File: src/rtl/accel_servo_map.sv
// Maps three signed accelerometer axes to servo duty counts through a shared
// filter/clamp/map datapath. Optional slew limiting is enabled by ACCEL_MAP_SLEW_EN.
module accel_servo_map #(
    parameter int RANGE      = 2000,
    parameter int GAIN       = 25,
    parameter int MIN_DC     = 25_000,
    parameter int MAX_DC     = 125_000,
    parameter int FILT_SHIFT = 2,
    parameter int SLEW_STEP  = 10_000
) (
    input  logic        clk,
    input  logic        rst,
    input  logic        data_update,
    input  logic [15:0] data_x,
    input  logic [15:0] data_y,
    input  logic [15:0] data_z,
    output logic [31:0] dc_x,
    output logic [31:0] dc_y,
    output logic [31:0] dc_z,
    output logic        dc_valid,
    output logic        busy,
    output logic        overrun
);

    localparam int unsigned SW  = 16;
    localparam int unsigned FW  = 18;
    localparam int unsigned PW  = 48;
    localparam int unsigned DW  = 32;
    localparam int unsigned NAX = 3;

    localparam logic signed [PW-1:0] CENTER  = PW'((MIN_DC + MAX_DC) / 2);
    localparam logic signed [PW-1:0] RANGE_P = PW'(RANGE);
    localparam logic signed [PW-1:0] RANGE_N = -PW'(RANGE);
    localparam logic signed [PW-1:0] GAIN_P  = PW'(GAIN);
    localparam logic signed [PW-1:0] MIN_P   = PW'(MIN_DC);
    localparam logic signed [PW-1:0] MAX_P   = PW'(MAX_DC);

    // Reject configurations whose limits are inverted or whose slew step is negative
    if (MIN_DC > MAX_DC || SLEW_STEP < 0) begin : g_bad_cfg
        $error("accel_servo_map: invalid MIN_DC/MAX_DC/SLEW_STEP configuration");
    end

    typedef enum logic [2:0] {
        S_IDLE,
        S_FILT,
        S_CLAMP,
        S_MAP,
        S_COMMIT
    } state_t;

    state_t                 state_q, state_d;
    logic [1:0]             axis_q, axis_d;
    logic                   upd_q;
    logic signed [SW-1:0]   samp_q [NAX];
    logic signed [SW-1:0]   samp_d [NAX];
    logic signed [FW-1:0]   filt_q [NAX];
    logic signed [FW-1:0]   filt_d [NAX];
    logic                   first_q, first_d;
    logic signed [PW-1:0]   work_q, work_d;
    logic [DW-1:0]          dc_q [NAX];
    logic [DW-1:0]          dc_d [NAX];
    logic                   valid_q, valid_d;
    logic                   busy_q, busy_d;
    logic                   ovr_q, ovr_d;

    logic                   edge_c;
    logic signed [FW-1:0]   s_ext_c, f_cur_c, f_diff_c, f_new_c;
    logic signed [PW-1:0]   m_raw_c;
`ifdef ACCEL_MAP_SLEW_EN
    localparam logic signed [PW-1:0] SLEW_P = PW'(SLEW_STEP);
    logic signed [PW-1:0]   cur_dc_c, delta_c, step_c;
`endif

    assign edge_c = data_update & ~upd_q;

    // Next-state and datapath for the one shared axis pipeline
    always_comb begin
        state_d = state_q;
        axis_d  = axis_q;
        samp_d  = samp_q;
        filt_d  = filt_q;
        first_d = first_q;
        work_d  = work_q;
        dc_d    = dc_q;
        valid_d = 1'b0;
        ovr_d   = ovr_q;

        s_ext_c  = FW'(samp_q[axis_q]);
        f_cur_c  = filt_q[axis_q];
        f_diff_c = s_ext_c - f_cur_c;
        f_new_c  = first_q ? s_ext_c : f_cur_c + (f_diff_c >>> FILT_SHIFT);
        m_raw_c  = work_q * GAIN_P + CENTER;
`ifdef ACCEL_MAP_SLEW_EN
        cur_dc_c = PW'(dc_q[axis_q]);
        delta_c  = work_q - cur_dc_c;
        step_c   = (delta_c > SLEW_P) ? SLEW_P :
                   (delta_c < -SLEW_P) ? -SLEW_P : delta_c;
`endif

        if (edge_c && state_q != S_IDLE) begin
            ovr_d = 1'b1;
        end

        case (state_q)
            S_IDLE: begin
                if (edge_c) begin
                    samp_d[0] = data_x;
                    samp_d[1] = data_y;
                    samp_d[2] = data_z;
                    axis_d    = 2'd0;
                    state_d   = S_FILT;
                end
            end
            S_FILT: begin
                filt_d[axis_q] = f_new_c;
                work_d         = PW'(f_new_c);
                state_d        = S_CLAMP;
            end
            S_CLAMP: begin
                if (work_q > RANGE_P) begin
                    work_d = RANGE_P;
                end else if (work_q < RANGE_N) begin
                    work_d = RANGE_N;
                end
                state_d = S_MAP;
            end
            S_MAP: begin
                // Re-clamp so an oversized GAIN can never drive past the servo limits
                if (m_raw_c > MAX_P) begin
                    work_d = MAX_P;
                end else if (m_raw_c < MIN_P) begin
                    work_d = MIN_P;
                end else begin
                    work_d = m_raw_c;
                end
                state_d = S_MAP == S_MAP ? S_COMMIT : S_COMMIT;
            end
            S_COMMIT: begin
`ifdef ACCEL_MAP_SLEW_EN
                dc_d[axis_q] = DW'(cur_dc_c + step_c);
`else
                dc_d[axis_q] = DW'(work_q);
`endif
                if (axis_q == 2'd2) begin
                    valid_d = 1'b1;
                    first_d = 1'b0;
                    state_d = S_IDLE;
                end else begin
                    axis_d  = axis_q + 2'd1;
                    state_d = S_FILT;
                end
            end
            default: state_d = S_IDLE;
        endcase

        busy_d = (state_d != S_IDLE);
    end

    always_ff @(posedge clk) begin
        if (rst) begin
            state_q <= S_IDLE;
            axis_q  <= 2'd0;
            upd_q   <= 1'b0;
            first_q <= 1'b1;
            work_q  <= '0;
            valid_q <= 1'b0;
            busy_q  <= 1'b0;
            ovr_q   <= 1'b0;
            for (int i = 0; i < NAX; i++) begin
                samp_q[i] <= '0;
                filt_q[i] <= '0;
                dc_q[i]   <= DW'(CENTER);
            end
        end else begin
            state_q <= state_d;
            axis_q  <= axis_d;
            upd_q   <= data_update;
            first_q <= first_d;
            work_q  <= work_d;
            valid_q <= valid_d;
            busy_q  <= busy_d;
            ovr_q   <= ovr_d;
            for (int i = 0; i < NAX; i++) begin
                samp_q[i] <= samp_d[i];
                filt_q[i] <= filt_d[i];
                dc_q[i]   <= dc_d[i];
            end
        end
    end

    assign dc_x     = dc_q[0];
    assign dc_y     = dc_q[1];
    assign dc_z     = dc_q[2];
    assign dc_valid = valid_q;
    assign busy     = busy_q;
    assign overrun  = ovr_q;

endmodule
File: config.mk
export PLATFORM = sky130hd
export DESIGN_NAME = accel_servo_map
export DESIGN_NICKNAME = d
export VERILOG_FILES = /design/src/rtl/accel_servo_map.sv
export SDC_FILE = /design/constraint.sdc
export NUM_CORES = 1
export LEC_CHECK = 0
export CELL_PAD_IN_SITES_DETAIL_PLACEMENT = 1
export CELL_PAD_IN_SITES_GLOBAL_PLACEMENT = 2
export CORE_UTILIZATION = 30
export DETAILED_ROUTE_END_ITERATION = 10
export PLACE_DENSITY = 0.75
export SKIP_CTS_REPAIR_TIMING = 1
export SLEW_MARGIN = 10
export SYNTH_ARGS = -nofsm -noshare
export SYNTH_HDL_FRONTEND = slang
export SYNTH_SLANG_ARGS = --single-unit
File: constraint.sdc
create_clock -name clk -period 18.8 [get_ports clk]
set_input_delay 2.82 -clock clk [delete_from_list [all_inputs] [get_ports clk]]
set_output_delay 2.82 -clock clk [all_outputs]
set_load 0.005 [all_outputs]
==> flow_metrics.env, run 1 <==
export IMPL_outcome="complete, no violations"
export IMPL_place_port_buffers=149
export IMPL_ctsHtreeMaxLevel=2
export IMPL_timing_fmax_ghz=0.124
export IMPL_synth_cell_type_count=82
export IMPL_path_class="reg -> reg"
export IMPL_synthesis_nets=2668
export IMPL_clkTransAtPathRegs_ns=0.06
export IMPL_gp_congestion=0.903
export IMPL_slew_headroom_pct=18.0
export IMPL_cp_slowest_stage_delay_ns=0.66
export IMPL_netlist_area_um2=18400
export IMPL_clockBufferDepth=3
export IMPL_skew_ns=0.0275
export IMPL_coreArea_um2=60500
export IMPL_cp_slowest_cell="dfxtp_1"
export IMPL_track_usage_pct=21.8
export IMPL_seq_area_frac_synth_pct=27.9
export IMPL_synth_seq_cells=256
export IMPL_hold_violations=0
export IMPL_cts_root_buf="clkbuf_16"
export IMPL_drc=0
export IMPL_crit_path_end_kind="flip-flop"
export IMPL_die_area_um2=62300
export IMPL_via_per_inst=5.31
export IMPL_vias=17100
export IMPL_final_util_pct=35.9
export IMPL_critPathArrivalTime_ns=8.51
export IMPL_ant_nets=0
export IMPL_p_switching_w=0.00190
export IMPL_dr_pass1_iters=5
export IMPL_hold_class="reg -> reg"
export IMPL_yosys_warnings=0
export IMPL_cp_top_family="simple AND/OR/NAND/NOR gates"
export IMPL_pwr_density_cell_nw_per_um2=174
export IMPL_maxSlewViolCount=0
export IMPL_drive_gt1_share_pct=4.63
export IMPL_syn2layout_area_growth_pct=18.1
export IMPL_synth_flop_cell="dfxtp_1"
export IMPL_path_max_fanout=9
export IMPL_p_leak_nw=9.03
export IMPL_critPathLaunchType="flip-flop"
export IMPL_drt_iter0_drc=910
export IMPL_grt_max_degree=87
export IMPL_rows=90
export IMPL_setup_viol=0
export IMPL_die_y_um=250
export IMPL_fin_ws_ns=10.73
export IMPL_io_pins=150
export IMPL_cp_required_ns=19.24
export IMPL_synthArstFlopShare_pct=0
export IMPL_ir_drop_v=0.0000977
export IMPL_grt_pass1_vias=17700
export IMPL_routedWlPerCell_um=21.4
export IMPL_grt_overflow=0
export IMPL_grt_pass1_wl_mm=106
export IMPL_crit_top_cell="ha_1"
export IMPL_pwr_share_seq_pct=18.9
export IMPL_comb_power_share_pct=62.6
export IMPL_clock_sinks=256
export IMPL_synth_avg_cell_area_um2=7.86
export IMPL_worst_slew_pin_transition_ns=1.23
export IMPL_p_int_w=0.00189
export IMPL_fin_crit_sh_pct=43.0
export IMPL_timing_setup_tns_ns=0
export IMPL_dp_hpwl_mm=53.3
export IMPL_wl_mm=68.9
export IMPL_cp_num_buf_inv=4
export IMPL_dp_slack_ns=10.74
export IMPL_synth_edf_count=0
export IMPL_clockPowerShare_pct=18.5
export IMPL_rsz0062_at_grt="false"
export IMPL_clk_latency_ns=0.55
export IMPL_drv_cap=0
export IMPL_period_minus_slack_ns=8.08
export IMPL_die_x_um=250
export IMPL_start_util_pct=30.4
export IMPL_nets=2748
export IMPL_path_cells="inv_1, ha_1, inv_1, fa_1, inv_1, ha_1, fa_1, ha_1, nand3_1, nor2_1, a21boi_0, o211ai_1, a21oi_1, or3_1, o311a_2, inv_2, or4_4, or3_1, nor4_1, ha_1, nand2b_1, nor2_1, or4b_2, a211oi_1"
export IMPL_cts_tree="yes"
export IMPL_p_sw_share_pct=50.1
export IMPL_numCtsBuffers=34
export IMPL_antenna_found_initial=3
export IMPL_synthCells=2341
==> worst paths after layout <==
path	cells past startpoint	endpoint	slack [ns]	from
hold / removal	2	dc_x[2]	0.45	dc_x[2]
setup reg to reg	24	work_q[41]	10.73	work_q[9]
setup / recovery	24	work_q[41]	10.73	work_q[9]
hold reg to reg	2	dc_x[2]	0.45	dc_x[2]
==> sequential cells by signal, indices dropped and copies added, names as in the netlist <==
signal	count
work_q	48
first_q	1
upd_q	1
filt_q	54
axis_q	2
state_q	3
overrun	1
dc_z	32
dc_y	32
busy	1
dc_valid	1
samp_q	48
dc_x	32
==> final cells by class <==
cell class	count	area (um2)
clock buffers	46	977
flip-flops and latches	256	5130
fillers	7107	38700
diodes	1	2.50
well taps	782	978
multi-input cells	1766	12100
inverters	197	739
repair buffers	166	1620
clock inverters	12	200
==> placed cells by master (no fill, tap or decap), drive strengths merged, types with 7 or more instances in the layout <==
cell,instances
nor3,41
a31oi,14
ha,229
nand3,38
xnor2,42
or3,17
nor4,8
o21bai,7
nor2b,11
o31ai,9
buf,18
nand2,399
clkbuf,46
and3,10
dfxtp,256
o21ai,94
nand4,20
and2,11
a21boi,8
xor2,27
a21o,25
o21a,15
fa,47
mux2i,41
clkdlybuf4s50,148
nor2,170
nand2b,12
a211oi,59
o22ai,15
inv,198
o211ai,36
a21oi,260
a311oi,9
==> Yosys cell counts, types with 5 or more instances <==
library cell,number,area (um2)
a21o_1,25,188
fa_1,47,941
o21ai_1,5,25.0
nor4_1,6,37.5
and2_1,11,68.8
a311oi_1,9,78.8
a21boi_0,8,60.1
or3_1,17,106
dfxtp_1,256,5120
xnor2_1,42,368
or2_2,6,37.5
nand4_1,20,125
o21ai_0,88,440
a31o_2,5,43.8
and3_1,10,62.6
and4_1,5,43.8
o2111ai_1,5,43.8
o21bai_1,7,52.6
a21oi_1,258,1290
a31oi_1,14,87.6
nor2b_1,11,68.8
a211oi_1,58,435
nand3_1,38,190
xor2_1,27,236
nand2_1,398,1490
nand2b_1,12,75.1
ha_1,229,2870
nor3b_1,6,45.0
nor3_1,41,205
buf_2,15,75.1
o21a_1,15,113
mux2i_1,41,410
o31ai_1,9,67.6
clkbuf_1,97,364
inv_1,196,736
buf_1,9,33.8
nor2_1,170,638
o211ai_1,36,270
o22ai_1,15,93.8
==> metal layers <==
layer | track usage [%] | up-vias | routed length (um)
li1 | - | 8252 | -
met1 | 30.3 | 8445 | 33300
met2 | 34.6 | 327 | 30700
met3 | 3.42 | 93 | 3050
met4 | 6.54 | 0 | 1820
met5 | 0 | - | 0
==> kinds of logic (layout without fill, tap and decap cells) <==
logic type / count (synthesis) / after routing / share of synthesized area (%)
simple gates: 774 / 774 / 18.6
compound gates: 604 / 604 / 20.5
buf+inv: 319 / 421 / 6.65
fa+ha+maj: 276 / 276 / 20.7
flops: 256 / 256 / 27.9
xor+xnor: 69 / 69 / 3.29
mux: 43 / 43 / 2.35
other cells: 0 / 1 / 0
==> power groups by stage <==
stage / combinational [W] / clock (W) / sequential [W]
5_1_grt: 0.00265 / 0.000739 / 0.000725
3_3_place_gp: 0.00230 / 0 / 0.000721
6_report: 0.00237 / 0.000701 / 0.000715
3_5_place_dp: 0.00234 / 0 / 0.000728
2_1_floorplan: 0.00171 / 0 / 0.000669
4_1_cts: 0.00236 / 0.000720 / 0.000716
==> worst reg2reg max path: stages, from the launching register on <==
cell	delay, ns
dfxtp_1	0.66
inv_1	0.20
ha_1	0.32
inv_1	0.05
fa_1	0.50
inv_1	0.05
ha_1	0.21
fa_1	0.45
ha_1	0.42
nand3_1	0.17
nor2_1	0.18
a21boi_0	0.51
o211ai_1	0.26
a21oi_1	0.25
or3_1	0.13
o311a_2	0.22
inv_2	0.11
or4_4	0.57
or3_1	0.44
nor4_1	0.31
ha_1	0.37
nand2b_1	0.24
nor2_1	0.48
or4b_2	0.64
a211oi_1	0.24
==> metrics by stage <==
step | hold WS, ns | instances | instance area (um2) | total power (W)
6_report | 0.454 | 3226 | 21700 | 0.00378
2_1_floorplan | 0.436 | 2341 | 18400 | 0.00238
5_1_grt | 0.474 | 3226 | 21700 | 0.00411
3_3_place_gp | 0.441 | 3167 | 20500 | 0.00302
3_5_place_dp | 0.447 | 3167 | 20500 | 0.00307
4_1_cts | 0.455 | 3225 | 21700 | 0.00380
No activity file was read; power rests on OpenSTA's default activity.
==> run 2, diff against run 1 <==
--- a/config.mk
+++ b/config.mk
@@ -9,7 +9,7 @@
 export CELL_PAD_IN_SITES_GLOBAL_PLACEMENT = 2
 export CORE_UTILIZATION = 30
 export DETAILED_ROUTE_END_ITERATION = 10
-export PLACE_DENSITY = 0.75
+export PLACE_DENSITY = 0.77
 export SKIP_CTS_REPAIR_TIMING = 1
 export SLEW_MARGIN = 10
 export SYNTH_ARGS = -nofsm -noshare
==> constraint.sdc (replaced) <==
create_clock -name clk -period 6.5 [get_ports clk]
set_input_delay 0.975 -clock clk [delete_from_list [all_inputs] [get_ports clk]]
set_output_delay 0.975 -clock clk [all_outputs]
set_load 0.005 [all_outputs]
==> run 2 against run 1 <==
  * Sequential share of layout area is 2.0 points lower
  * Fmax up 27%
  * Clock power rose to 2.9 times the previous value
  * Cell area grew 9.8%
  * Register-to-register slack got worse by 11 ns
  * Clock skew down 0.0017 ns
  * Final cell count up 6.6%
  * Flip-flop and latch count unchanged
  * Utilization increased by 3.5 points
  * Global-route usage grew 0.85 points
  * Critical path type unchanged
  * Non-clock buffer count is 213 higher
==> flow_metrics.env, run 2 (synthesis gave the netlist of run 1 again) <==
export IMPL_final_cell_mix="392 x nand2_1, 243 x dfxtp_1, 241 x a21oi_1"
export IMPL_maxSlewViolCount=0
export IMPL_grt_pass1_wl_mm=111
export IMPL_ant_nets=0
export IMPL_cp_required_ns=6.97
export IMPL_drive_gt1_share_pct=15.5
export IMPL_period_minus_slack_ns=6.34
export IMPL_start_util_pct=30.4
export IMPL_final_common_cell="nand2_1"
export IMPL_cp_num_buf_inv=10
export IMPL_largest_register="filt_q"
export IMPL_hold_violations=0
export IMPL_coreArea_um2=60500
export IMPL_comb_power_share_pct=69.0
export IMPL_numCtsBuffers=35
export IMPL_place_inst=3368
export IMPL_cp_slowest_stage_delay_ns=0.51
export IMPL_routed_wl_met3_mm=2.48
export IMPL_pwr_density_cell_nw_per_um2=533
export IMPL_clkTransAtPathRegs_ns=0.06
export IMPL_p_sw_share_pct=48.2
export IMPL_path_max_fanout=7
export IMPL_final_util_pct=39.5
export IMPL_timing_setup_tns_ns=0
export IMPL_setup_viol=0
export IMPL_worst_slew_pin_transition_ns=1.15
export IMPL_met1Wirelength_mm=33.3
export IMPL_timing_fmax_ghz=0.158
export IMPL_via_per_inst=5.23
export IMPL_clock_sinks=256
export IMPL_cp_slowest_cell="fa_1"
export IMPL_die_y_um=250
export IMPL_path_class="reg -> reg"
export IMPL_ir_drop_v=0.000283
export IMPL_insertedDiodeCount=0
export IMPL_antenna_found_initial=0
export IMPL_drv_cap=0
export IMPL_cts_root_buf="clkbuf_16"
export IMPL_skew_ns=0.0257
export IMPL_clockPowerShare_pct=15.9
export IMPL_critPathLaunchType="flip-flop"
export IMPL_whs_ns=0.454
export IMPL_slew_headroom_pct=23.1
export IMPL_grt_pass1_vias=18700
export IMPL_top_regs="filt_q x54, samp_q x48, work_q x48"
export IMPL_clockBufferDepth=3
export IMPL_track_usage_pct=22.7
export IMPL_grt_overflow=0
export IMPL_rows=90
export IMPL_cts_tree="yes"
export IMPL_drc=0
export IMPL_finalNonFillerCells=3438
export IMPL_gp_congestion=0.917
export IMPL_met2WireLength_mm=34.3
export IMPL_wl_mm=71.6
export IMPL_outcome="complete, no violations"
export IMPL_grt_max_degree=82
export IMPL_die_x_um=250
export IMPL_largest_reg_flops=54
export IMPL_dr_pass1_iters=5
export IMPL_p_int_w=0.00658
export IMPL_p_switching_w=0.00612
export IMPL_fin_crit_sh_pct=97.5
export IMPL_drt_iter0_drc=894
export IMPL_hold_class="reg -> reg"
export IMPL_pwr_share_seq_pct=15.0
export IMPL_clk_latency_ns=0.56
export IMPL_crit_path_end_kind="flip-flop"
export IMPL_die_area_um2=62300
export IMPL_ctsHtreeMaxLevel=2
export IMPL_top_layer="met4"
export IMPL_crit_top_cell="ha_1"
export IMPL_nets=2962
export IMPL_place_port_buffers=149
export IMPL_syn2layout_area_growth_pct=29.7
export IMPL_routedWlPerCell_um=20.8
export IMPL_vias=18000
export IMPL_dp_hpwl_mm=56.0
export IMPL_cp_top_family="adder cells"
export IMPL_p_leak_nw=10.2
export IMPL_io_pins=150
export IMPL_critPathArrivalTime_ns=6.81
## run 2: metal layers
metal / vias to the layer above / global-route usage, %
met4: 0 / 5.61
met5: - / 0
met1: 8932 / 30.5
met3: 81 / 2.61
met2: 275 / 38.6
li1: 8695 / -
## run 2: tightest hold or removal path: stages (launching register included)
cell and delay (ns):
dfxtp_1 0.30, nand2_1 0.05, a21oi_1 0.05
## run 2: worst paths after layout
check	to	cells past startpoint	slack (ns)	from
setup reg to reg	work_q[31]	29	0.16	work_q[26]
hold reg to reg	samp_q[28]	2	0.45	samp_q[28]
hold / removal	samp_q[28]	2	0.45	samp_q[28]
setup / recovery	work_q[31]	29	0.16	work_q[26]
## run 2: power by group through the flow
stage / logic (W) / clock network, W / registers (W)
global placement: 0.00800 / 0 / 0.00192
finish: 0.00877 / 0.00203 / 0.00191
global route: 0.00963 / 0.00214 / 0.00193
detailed placement: 0.00817 / 0 / 0.00193
CTS: 0.00824 / 0.00208 / 0.00190
floorplan: 0.00500 / 0 / 0.00194
## run 2: area by class of cell
type	count	area, um2
clock buffers	42	963
clock inverters	16	214
fillers	7194	36600
inverters	197	739
multi-input cells	1766	12500
flip-flops and latches	256	5150
well taps	782	978
repair buffers	379	3330
## run 2: stage by stage
stage / total power (W) / setup slack [ns] / area [um2]
2_1_floorplan: 0.00693 / -0.0386 / 18400
3_3_place_gp: 0.00992 / -0.140 / 22200
3_5_place_dp: 0.0101 / -0.401 / 22200
4_1_cts: 0.0122 / -0.491 / 23300
5_1_grt: 0.0137 / -0.105 / 23900
6_report: 0.0127 / 0.162 / 23900
==> run 3, diff against run 2 <==
--- a/config.mk
+++ b/config.mk
@@ -11,7 +11,7 @@
 export DETAILED_ROUTE_END_ITERATION = 10
 export PLACE_DENSITY = 0.77
 export SKIP_CTS_REPAIR_TIMING = 1
-export SLEW_MARGIN = 10
+export SLEW_MARGIN = 0
 export SYNTH_ARGS = -nofsm -noshare
 export SYNTH_HDL_FRONTEND = slang
 export SYNTH_SLANG_ARGS = --single-unit
==> run 3 against run 2 <==
  * Hold slack about the same
  * Worst setup slack lost 0.0099 ns
  * First-iteration DRC count grew 1.1%
  * Total power hardly changed
  * Via count about the same
  * Cell area hardly changed
  * Routed wire length about the same
  * Utilization about the same
  * Global-route usage stayed put
  * Final cell count unchanged
==> flow_metrics.env, run 3 (synthesis gave the netlist of run 1 again) <==
export IMPL_setup_viol=0
export IMPL_maxSlewViolCount=0
export IMPL_place_port_buffers=149
export IMPL_die_x_um=250
export IMPL_routedWlPerCell_um=20.8
export IMPL_drc=0
export IMPL_top_regs="filt_q x54, samp_q x48, work_q x48"
export IMPL_io_pins=150
export IMPL_r2r_start="work_q[26]"
export IMPL_fin_crit_sh_pct=97.7
export IMPL_numCtsBuffers=35
export IMPL_final_util_pct=39.4
export IMPL_finish_instance_area_um2=23900
export IMPL_start_util_pct=30.4
export IMPL_period_minus_slack_ns=6.35
export IMPL_register_area_um2=5150
export IMPL_p_int_w=0.00658
export IMPL_wl_mm=71.6
export IMPL_die_y_um=250
export IMPL_timing_fmax_ghz=0.158
export IMPL_grt_overflow=0
export IMPL_cts_root_buf="clkbuf_16"
export IMPL_largest_register="filt_q"
export IMPL_ctsHtreeMaxLevel=2
export IMPL_worst_slew_pin_transition_ns=1.21
export IMPL_p_switching_w=0.00612
export IMPL_cp_required_ns=6.95
export IMPL_coreArea_um2=60500
export IMPL_syn2layout_area_growth_pct=29.7
export IMPL_r2r_slack_ns=0.15
export IMPL_clk_latency_ns=0.56
export IMPL_grt_max_degree=82
export IMPL_whs_ns=0.454
export IMPL_grt_pass1_wl_mm=111
export IMPL_critPathLaunchType="flip-flop"
export IMPL_track_usage_pct=22.7
export IMPL_cp_slowest_stage_delay_ns=0.51
export IMPL_skew_ns=0.0261
export IMPL_final_cell_mix="392 x nand2_1, 243 x dfxtp_1, 241 x a21oi_1"
export IMPL_largest_reg_flops=54
export IMPL_crit_path_end_kind="flip-flop"
export IMPL_p_leak_nw=10.2
export IMPL_outcome="complete, no violations"
export IMPL_antenna_found_initial=0
export IMPL_dp_hpwl_mm=56.0
export IMPL_p_sw_share_pct=48.2
export IMPL_rows=90
export IMPL_clock_sinks=256
export IMPL_worstHoldEndpoint="dc_x[20]"
export IMPL_hold_path_startpoint="dc_x[20]"
export IMPL_pwr_density_cell_nw_per_um2=533
export IMPL_r2r_end="work_q[37]"
export IMPL_final_common_cell="nand2_1"
export IMPL_vias=18000
export IMPL_gp_congestion=0.917
export IMPL_ir_drop_v=0.000283
export IMPL_cts_tree="yes"
export IMPL_crit_top_cell="ha_1"
export IMPL_reg2reg_depth=29
export IMPL_path_max_fanout=7
export IMPL_dr_pass1_iters=5
export IMPL_die_area_um2=62300
export IMPL_clkTransAtPathRegs_ns=0.05
export IMPL_path_class="reg -> reg"
export IMPL_drv_cap=0
export IMPL_hold_class="reg -> reg"
export IMPL_drt_iter0_drc=904
export IMPL_post_dp_cell_area_um2=22200
export IMPL_clockPowerShare_pct=15.9
export IMPL_critPathArrivalTime_ns=6.80
export IMPL_ant_nets=0
export IMPL_drive_gt1_share_pct=15.5
export IMPL_hold_violations=0
export IMPL_cp_slowest_cell="fa_1"
export IMPL_clockBufferDepth=3
export IMPL_comb_power_share_pct=69.1
export IMPL_grt_pass1_vias=18700
export IMPL_n_fill_cell=7193
export IMPL_nets=2962
export IMPL_insertedDiodeCount=0
export IMPL_setup_worst_path_start="work_q[26]"
export IMPL_multiInputGateArea_um2=12500
export IMPL_slew_headroom_pct=19.0
export IMPL_pwr_share_seq_pct=15.0
export IMPL_via_per_inst=5.23
export IMPL_hold_depth=2
run 3: power groups by stage:
stage	clock [W]	sequential, W	combinational, W
after global placement	0	0.00192	0.00800
final	0.00203	0.00191	0.00878
after floorplan	0	0.00194	0.00500
after CTS	0.00208	0.00190	0.00824
after detailed placement	0	0.00193	0.00817
after global routing	0.00214	0.00193	0.00963
run 3: metrics by stage:
stage                     std cells  setup slack [ns]  total power [W]  TNS, ns
after floorplan                2341           -0.0386          0.00693  -0.0386
after global placement         3368            -0.140          0.00992   -0.262
after detailed placement       3368            -0.401           0.0101    -7.13
after CTS                      3426            -0.491           0.0122    -9.29
after global routing           3438            -0.105           0.0137    -1.69
final                          3438             0.152           0.0127        0
run 3: how the worst max path moves through the flow:
stage	endpoint	slack, ns
6_report	work_q[37]	0.15
5_1_grt	work_q[31]	-0.11
4_1_cts	work_q[37]	-0.49
3_5_place_dp	work_q[37]	-0.40
3_3_place_gp	work_q[37]	-0.14
2_1_floorplan	work_q[41]	-0.04
run 3: layout make-up:
class	instances	share of cell area, %
repair buffers	379	14.0
inverters	197	3.10
flip-flops and latches	256	21.6
multi-input cells	1766	52.3
clock buffers	42	4.04
clock inverters	16	0.897
well taps	782	4.10
run 3: critical path: cells and delay by family (launching register included):
| kind | cells | cell delay [ns] |
|---|---|---|
| xor gates and xnor gates | 1 | 0.16 |
| and+or+nand+nor | 9 | 1.96 |
| DFF | 1 | 0.37 |
| adders and majority gates | 6 | 2.02 |
| AOI/OAI and AO/OA | 3 | 0.47 |
| buffers and inverters | 10 | 1.25 |
run 3: metal layers:
metal	share of wire, %	wire length (um)	track usage [%]
met1	46	33200	30.5
met2	48	34300	38.6
met3	3.5	2540	2.61
met4	2.2	1600	5.61
met5	0	0	0
